**src/rtl/pll_supervisor.sv**
```systemverilog
// -----------------------------------------------------------------------------
// pll_supervisor
//
// Supervises the core PLL from the free-running reference clock. It pulses the
// PLL reset, waits for lock (retrying after a timeout), holds the core in reset
// until lock has been stable for STABLE_CYCLES, and keeps saturating counts of
// lock timeouts and of lock drops seen while running.
//
// Ports:
//   clk             reference clock (PLL refclk domain)
//   rst             synchronous active-high reset
//   locked          PLL lock, asynchronous to clk (2-FF synchronized inside)
//   ext_reset_req   forces a full PLL re-lock; wins over every other transition
//   pll_rst         drives the PLL reset input
//   core_reset      reset for downstream logic (consumer resynchronizes it)
//   ready           ~core_reset
//   retry_count     lock timeouts, saturating at 2^CNT_W-1
//   lock_loss_count lock drops while in RUN, saturating at 2^CNT_W-1
//   state_o         0 RESET_PLL, 1 WAIT_LOCK, 2 STABILIZE, 3 RUN
//
// Build option:
//   PLL_SUPERVISOR_LOCK_DEGLITCH_EN - when defined, a lock drop in RUN only
//   counts once locked_s has been low for 4 consecutive cycles. When undefined,
//   a single low cycle of locked_s in RUN is a lock loss.
// -----------------------------------------------------------------------------
module pll_supervisor #(
  parameter int RST_PULSE     = 16,
  parameter int LOCK_TIMEOUT  = 65536,
  parameter int STABLE_CYCLES = 1024,
  parameter int CNT_W         = 8
) (
  input  logic             clk,
  input  logic             rst,
  input  logic             locked,
  input  logic             ext_reset_req,
  output logic             pll_rst,
  output logic             core_reset,
  output logic             ready,
  output logic [CNT_W-1:0] retry_count,
  output logic [CNT_W-1:0] lock_loss_count,
  output logic [1:0]       state_o
);

  localparam int MAX_AB = (RST_PULSE > LOCK_TIMEOUT) ? RST_PULSE : LOCK_TIMEOUT;
  localparam int MAX_T  = (MAX_AB > STABLE_CYCLES) ? MAX_AB : STABLE_CYCLES;
  localparam int TMR_W  = (MAX_T > 1) ? $clog2(MAX_T) : 1;

  // Terminal counts; every one of them forces a state change, so the timer
  // never needs to wrap.
  localparam logic [TMR_W-1:0] RST_LAST    = TMR_W'(RST_PULSE - 1);
  localparam logic [TMR_W-1:0] TIMEOUT_LAST = TMR_W'(LOCK_TIMEOUT - 1);
  localparam logic [TMR_W-1:0] STABLE_LAST = TMR_W'(STABLE_CYCLES - 1);
  localparam logic [CNT_W-1:0] CNT_MAX     = {CNT_W{1'b1}};

  typedef enum logic [1:0] {
    ST_RESET_PLL = 2'd0,
    ST_WAIT_LOCK = 2'd1,
    ST_STABILIZE = 2'd2,
    ST_RUN       = 2'd3
  } state_t;

  state_t           state_reg;
  logic [TMR_W-1:0] timer_reg;
  logic             pll_rst_reg;
  logic             core_reset_reg;
  logic [CNT_W-1:0] retry_count_reg;
  logic [CNT_W-1:0] lock_loss_count_reg;
  logic [1:0]       sync_reg;
  logic             locked_s;
  logic             lock_lost;

  // Two-flop synchronizer for the asynchronous lock input.
  always_ff @(posedge clk) begin
    if (rst) begin
      sync_reg <= 2'b00;
    end else begin
      sync_reg <= {sync_reg[0], locked};
    end
  end

  assign locked_s = sync_reg[1];

`ifdef PLL_SUPERVISOR_LOCK_DEGLITCH_EN
  // Run length of consecutive low locked_s cycles while running. The loss is
  // declared on the 4th low cycle: the counter already holds 3 and locked_s
  // is still low.
  logic [1:0] low_run_reg;

  always_ff @(posedge clk) begin
    if (rst) begin
      low_run_reg <= 2'd0;
    end else if (ext_reset_req || state_reg != ST_RUN || locked_s) begin
      low_run_reg <= 2'd0;
    end else if (low_run_reg != 2'd3) begin
      low_run_reg <= low_run_reg + 2'd1;
    end
  end

  assign lock_lost = ~locked_s && (low_run_reg == 2'd3);
`else
  assign lock_lost = ~locked_s;
`endif

  // Sequencer. Outputs are registered alongside the state so they change on
  // the same edge as the state they belong to.
  always_ff @(posedge clk) begin
    if (rst) begin
      state_reg           <= ST_RESET_PLL;
      timer_reg           <= '0;
      pll_rst_reg         <= 1'b1;
      core_reset_reg      <= 1'b1;
      retry_count_reg     <= '0;
      lock_loss_count_reg <= '0;
    end else if (ext_reset_req) begin
      state_reg      <= ST_RESET_PLL;
      timer_reg      <= '0;
      pll_rst_reg    <= 1'b1;
      core_reset_reg <= 1'b1;
    end else begin
      case (state_reg)
        ST_RESET_PLL: begin
          core_reset_reg <= 1'b1;
          if (timer_reg == RST_LAST) begin
            state_reg   <= ST_WAIT_LOCK;
            timer_reg   <= '0;
            pll_rst_reg <= 1'b0;
          end else begin
            timer_reg   <= timer_reg + 1'b1;
            pll_rst_reg <= 1'b1;
          end
        end

        ST_WAIT_LOCK: begin
          core_reset_reg <= 1'b1;
          // Lock is checked first so a lock arriving on the timeout cycle
          // is not counted as a retry.
          if (locked_s) begin
            state_reg <= ST_STABILIZE;
            timer_reg <= '0;
          end else if (timer_reg == TIMEOUT_LAST) begin
            state_reg   <= ST_RESET_PLL;
            timer_reg   <= '0;
            pll_rst_reg <= 1'b1;
            if (retry_count_reg != CNT_MAX) begin
              retry_count_reg <= retry_count_reg + 1'b1;
            end
          end else begin
            timer_reg <= timer_reg + 1'b1;
          end
        end

        ST_STABILIZE: begin
          // Unfiltered: any low cycle restarts the wait for lock.
          if (!locked_s) begin
            state_reg <= ST_WAIT_LOCK;
            timer_reg <= '0;
          end else if (timer_reg == STABLE_LAST) begin
            state_reg      <= ST_RUN;
            timer_reg      <= '0;
            core_reset_reg <= 1'b0;
          end else begin
            timer_reg <= timer_reg + 1'b1;
          end
        end

        ST_RUN: begin
          // The PLL is not reset on a lock drop; it is given the chance to
          // re-acquire within the normal lock timeout.
          if (lock_lost) begin
            state_reg      <= ST_WAIT_LOCK;
            timer_reg      <= '0;
            core_reset_reg <= 1'b1;
            if (lock_loss_count_reg != CNT_MAX) begin
              lock_loss_count_reg <= lock_loss_count_reg + 1'b1;
            end
          end
        end

        default: begin
          state_reg      <= ST_RESET_PLL;
          timer_reg      <= '0;
          pll_rst_reg    <= 1'b1;
          core_reset_reg <= 1'b1;
        end
      endcase
    end
  end

  assign pll_rst         = pll_rst_reg;
  assign core_reset      = core_reset_reg;
  assign ready           = ~core_reset_reg;
  assign retry_count     = retry_count_reg;
  assign lock_loss_count = lock_loss_count_reg;
  assign state_o         = state_reg;

endmodule

```
**config.mk**
```make
export PLATFORM = sky130hd
export DESIGN_NAME = pll_supervisor
export DESIGN_NICKNAME = d
export VERILOG_FILES = /design/src/rtl/pll_supervisor.sv
export SDC_FILE = /design/constraint.sdc
export NUM_CORES = 1
export LEC_CHECK = 0
export ABC_AREA = 1
export CORE_MARGIN = 2
export CORE_UTILIZATION = 55
export CTS_CLUSTER_DIAMETER = 40
export DETAILED_ROUTE_END_ITERATION = 8
export PLACE_DENSITY_LB_ADDON = 0.25
export SLEW_MARGIN = 10
export SYNTH_ARGS = -nofsm -noshare
export SYNTH_HDL_FRONTEND = slang
export SYNTH_SLANG_ARGS = --single-unit
```
**constraint.sdc**
```tcl
create_clock -name clk -period 2.06 [get_ports clk]
set_clock_uncertainty 0.1 [all_clocks]
set_input_delay 0.309 -clock clk [delete_from_list [all_inputs] [get_ports clk]]
set_output_delay 0.309 -clock clk [all_outputs]
set_load 0.05 [all_outputs]
```
==> flow_summary.json <==
{
  "powerDensity_mw_per_mm2": 507,
  "via_count": 1880,
  "layout_min_cycle_time_ns": 2.02,
  "grt_pass1_vias": 1686,
  "setup_violations": 0,
  "ys.flop_type": "dfxtp_1",
  "drtAntennaViolNets": 0,
  "clock.fmax_mhz": 495,
  "crit_chain": "clkdlybuf4s50_1",
  "grtUsageTotal": 0.221,
  "cts_resized": 0,
  "boundaryPins": 25,
  "hold-worst-slack_ns": 0.306,
  "yosysUniqueCellTypes": 30,
  "cts_root_buf": "clkbuf_8",
  "rows": 22,
  "fillers": 322,
  "syn_inst": 292,
  "fin_total_pwr_mw": 1.25,
  "finalCritPeriodShare": 0.980,
  "crit_slowest_cell": "clkdlybuf4s50_1",
  "slew_violations": 0,
  "path_delay_family": "buffers and inverters",
  "drc": 0,
  "initial_core_util": 0.567,
  "min_path_type": "reg -> reg",
  "yosys_warnings": 0,
  "startpoint": "retry_count[3]$_SDFFE_PP0P_",
  "cts_setup_buffers": 0,
  "outcome": "complete, no violations",
  "leakagePower_nw": 1.03,
  "rrSetupSlack_ns": 0.24,
  "hold_viol": 0,
  "num_antenna_cells": 0,
  "crit_cells": 1,
  "initialDrtViolationCount": 110,
  "setup_tns_ns": 0,
  "cp.arrival_ns": 1.61,
  "core_mm2": 0.00363,
  "hold_buffers": 0,
  "reg2reg_depth": 12,
  "wl_per_cell_um": 11.3,
  "port_buffers": 24,
  "grt_overflow": 0,
  "wl_um": 4240,
  "worstReg2RegEnd": "timer_reg[3]$_SDFFE_PP0P_",
  "finalWeightedCongestion": 0.839,
  "grt_pass1_wl_um": 7270,
  "h-tree-depth": 2,
  "endpoint": "retry_count[3]",
  "multiInputGateArea_mm2": 0.00118,
  "crit_type": "reg -> out",
  "rr_startpoint": "timer_reg[0]$_SDFFE_PP0P_",
  "dr.pass1.iters": 5,
  "rsz0062_at_grt": "false",
  "register_area_um2": 761,
  "antenna_found_initial": 0,
  "areaGrowthSynthToFinish_pct": 19.6,
  "dieArea_mm2": 0.00425,
  "numCtsBuffers": 5,
  "die_x_um": 65.2,
  "worstMarginPinSlew_ns": 0.522,
  "syn_nets": 304,
  "clk_latency_ns": 0.29,
  "slew_headroom": 0.651,
  "hpwl_um": 3200,
  "worstSetupEndpointType": "output pin",
  "fin_nets": 338,
  "layout_common_cells": "nand2_1, nor2_1, dfxtp_1",
  "clk_pin_slew_ns": 0.07,
  "synth-seq-area-share": 0.369,
  "drive_gt1_frac": 0.0920,
  "layout.cells.most_common": "nand2_1",
  "ys_ff_latch": 38,
  "syn_area_mm2": 0.00206,
  "max_stage_delay_ns": 0.86,
  "cts_tree": "built",
  "synth_enable_flop_cells": 0,
  "clk_path_buf_depth": 2,
  "die_height_um": 65.2,
  "ir_drop_uv": 360,
  "viasPerCell": 5.03,
  "ys_async_sr_fraction": 0,
  "grt_max_degree": 12,
  "cp.required_ns": 1.65,
  "path_max_fanout": 5,
  "clock_sinks": 38,
  "drv_cap": 0,
  "cp-start-kind": "register",
  "path_buf_inv": 1,
  "largest_register_ffs": 16,
  "synth_area_per_cell_um2": 7.05
}
==> logic make-up after synthesis <==
family / synth area share
buffers and inverters: 0.0620
adders and majority gates: 0.0486
AOI/OAI and AO/OA: 0.0936
xor gates and xnor gates: 0.0723
muxes: 0.00486
DFF: 0.369
and+or+nand+nor: 0.349
==> worst min-delay path by stage <==
stage	start	to	slack, ns	cells after the start
floorplan	rst	lock_loss_count[5]$_SDFFE_PP0P_	0.28	1
global placement	sync_reg[0]$_SDFF_PP0_	sync_reg[1]$_SDFF_PP0_	0.30	2
detailed placement	sync_reg[0]$_SDFF_PP0_	sync_reg[1]$_SDFF_PP0_	0.30	2
CTS	sync_reg[0]$_SDFF_PP0_	sync_reg[1]$_SDFF_PP0_	0.31	2
global route	sync_reg[0]$_SDFF_PP0_	sync_reg[1]$_SDFF_PP0_	0.32	2
finish	sync_reg[0]$_SDFF_PP0_	sync_reg[1]$_SDFF_PP0_	0.31	2
==> final cells by class <==
type | count | area share
inverter | 30 | 0.0457
timing repair buffer | 29 | 0.113
sequential | 38 | 0.309
multi-input combinational | 222 | 0.477
clock buffer | 7 | 0.0310
tap | 48 | 0.0244
==> routing by layer <==
metal | wire [µm] | vias up | global-route usage
met3 | 148 | 4 | 0.0616
met1 | 2160 | 842 | 0.299
li1 | - | 995 | -
met5 | 0 | - | 0
met4 | 55 | 0 | 0.0781
met2 | 1870 | 39 | 0.337
==> power breakdown <==
part           internal, mW  switching, mW
registers             0.738        0.00331
logic                0.0140         0.0201
clock network         0.233          0.241
total                 0.985          0.264
==> cell usage after synthesis, types with 2 or more instances <==
| cell | count | area share |
|---|---|---|
| a21oi_1 | 16 | 0.039 |
| dfxtp_1 | 38 | 0.37 |
| ha_1 | 8 | 0.049 |
| inv_1 | 30 | 0.055 |
| nand2_1 | 66 | 0.12 |
| nand2_2 | 8 | 0.024 |
| nand3_1 | 13 | 0.032 |
| nand4_1 | 5 | 0.015 |
| nor2_1 | 57 | 0.10 |
| nor2_2 | 2 | 0.0061 |
| nor2_4 | 3 | 0.016 |
| nor3_1 | 6 | 0.015 |
| o211ai_1 | 2 | 0.0073 |
| o21ai_0 | 7 | 0.017 |
| xnor2_1 | 5 | 0.021 |
| xor2_1 | 12 | 0.051 |
==> stage by stage <==
| stage | worst slack (ns) | cells | cell area (µm²) | utilization |
|---|---|---|---|---|
| after floorplan | 0.0531 | 292 | 2060 | - |
| after global placement | 0.209 | 367 | 2380 | 0.656 |
| after detailed placement | 0.178 | 367 | 2380 | 0.656 |
| after CTS | 0.0630 | 374 | 2460 | 0.677 |
| after global routing | 0.0291 | 374 | 2460 | 0.678 |
| final | 0.0418 | 374 | 2460 | 0.678 |
Note: power is estimated with default switching activity, not from simulation.
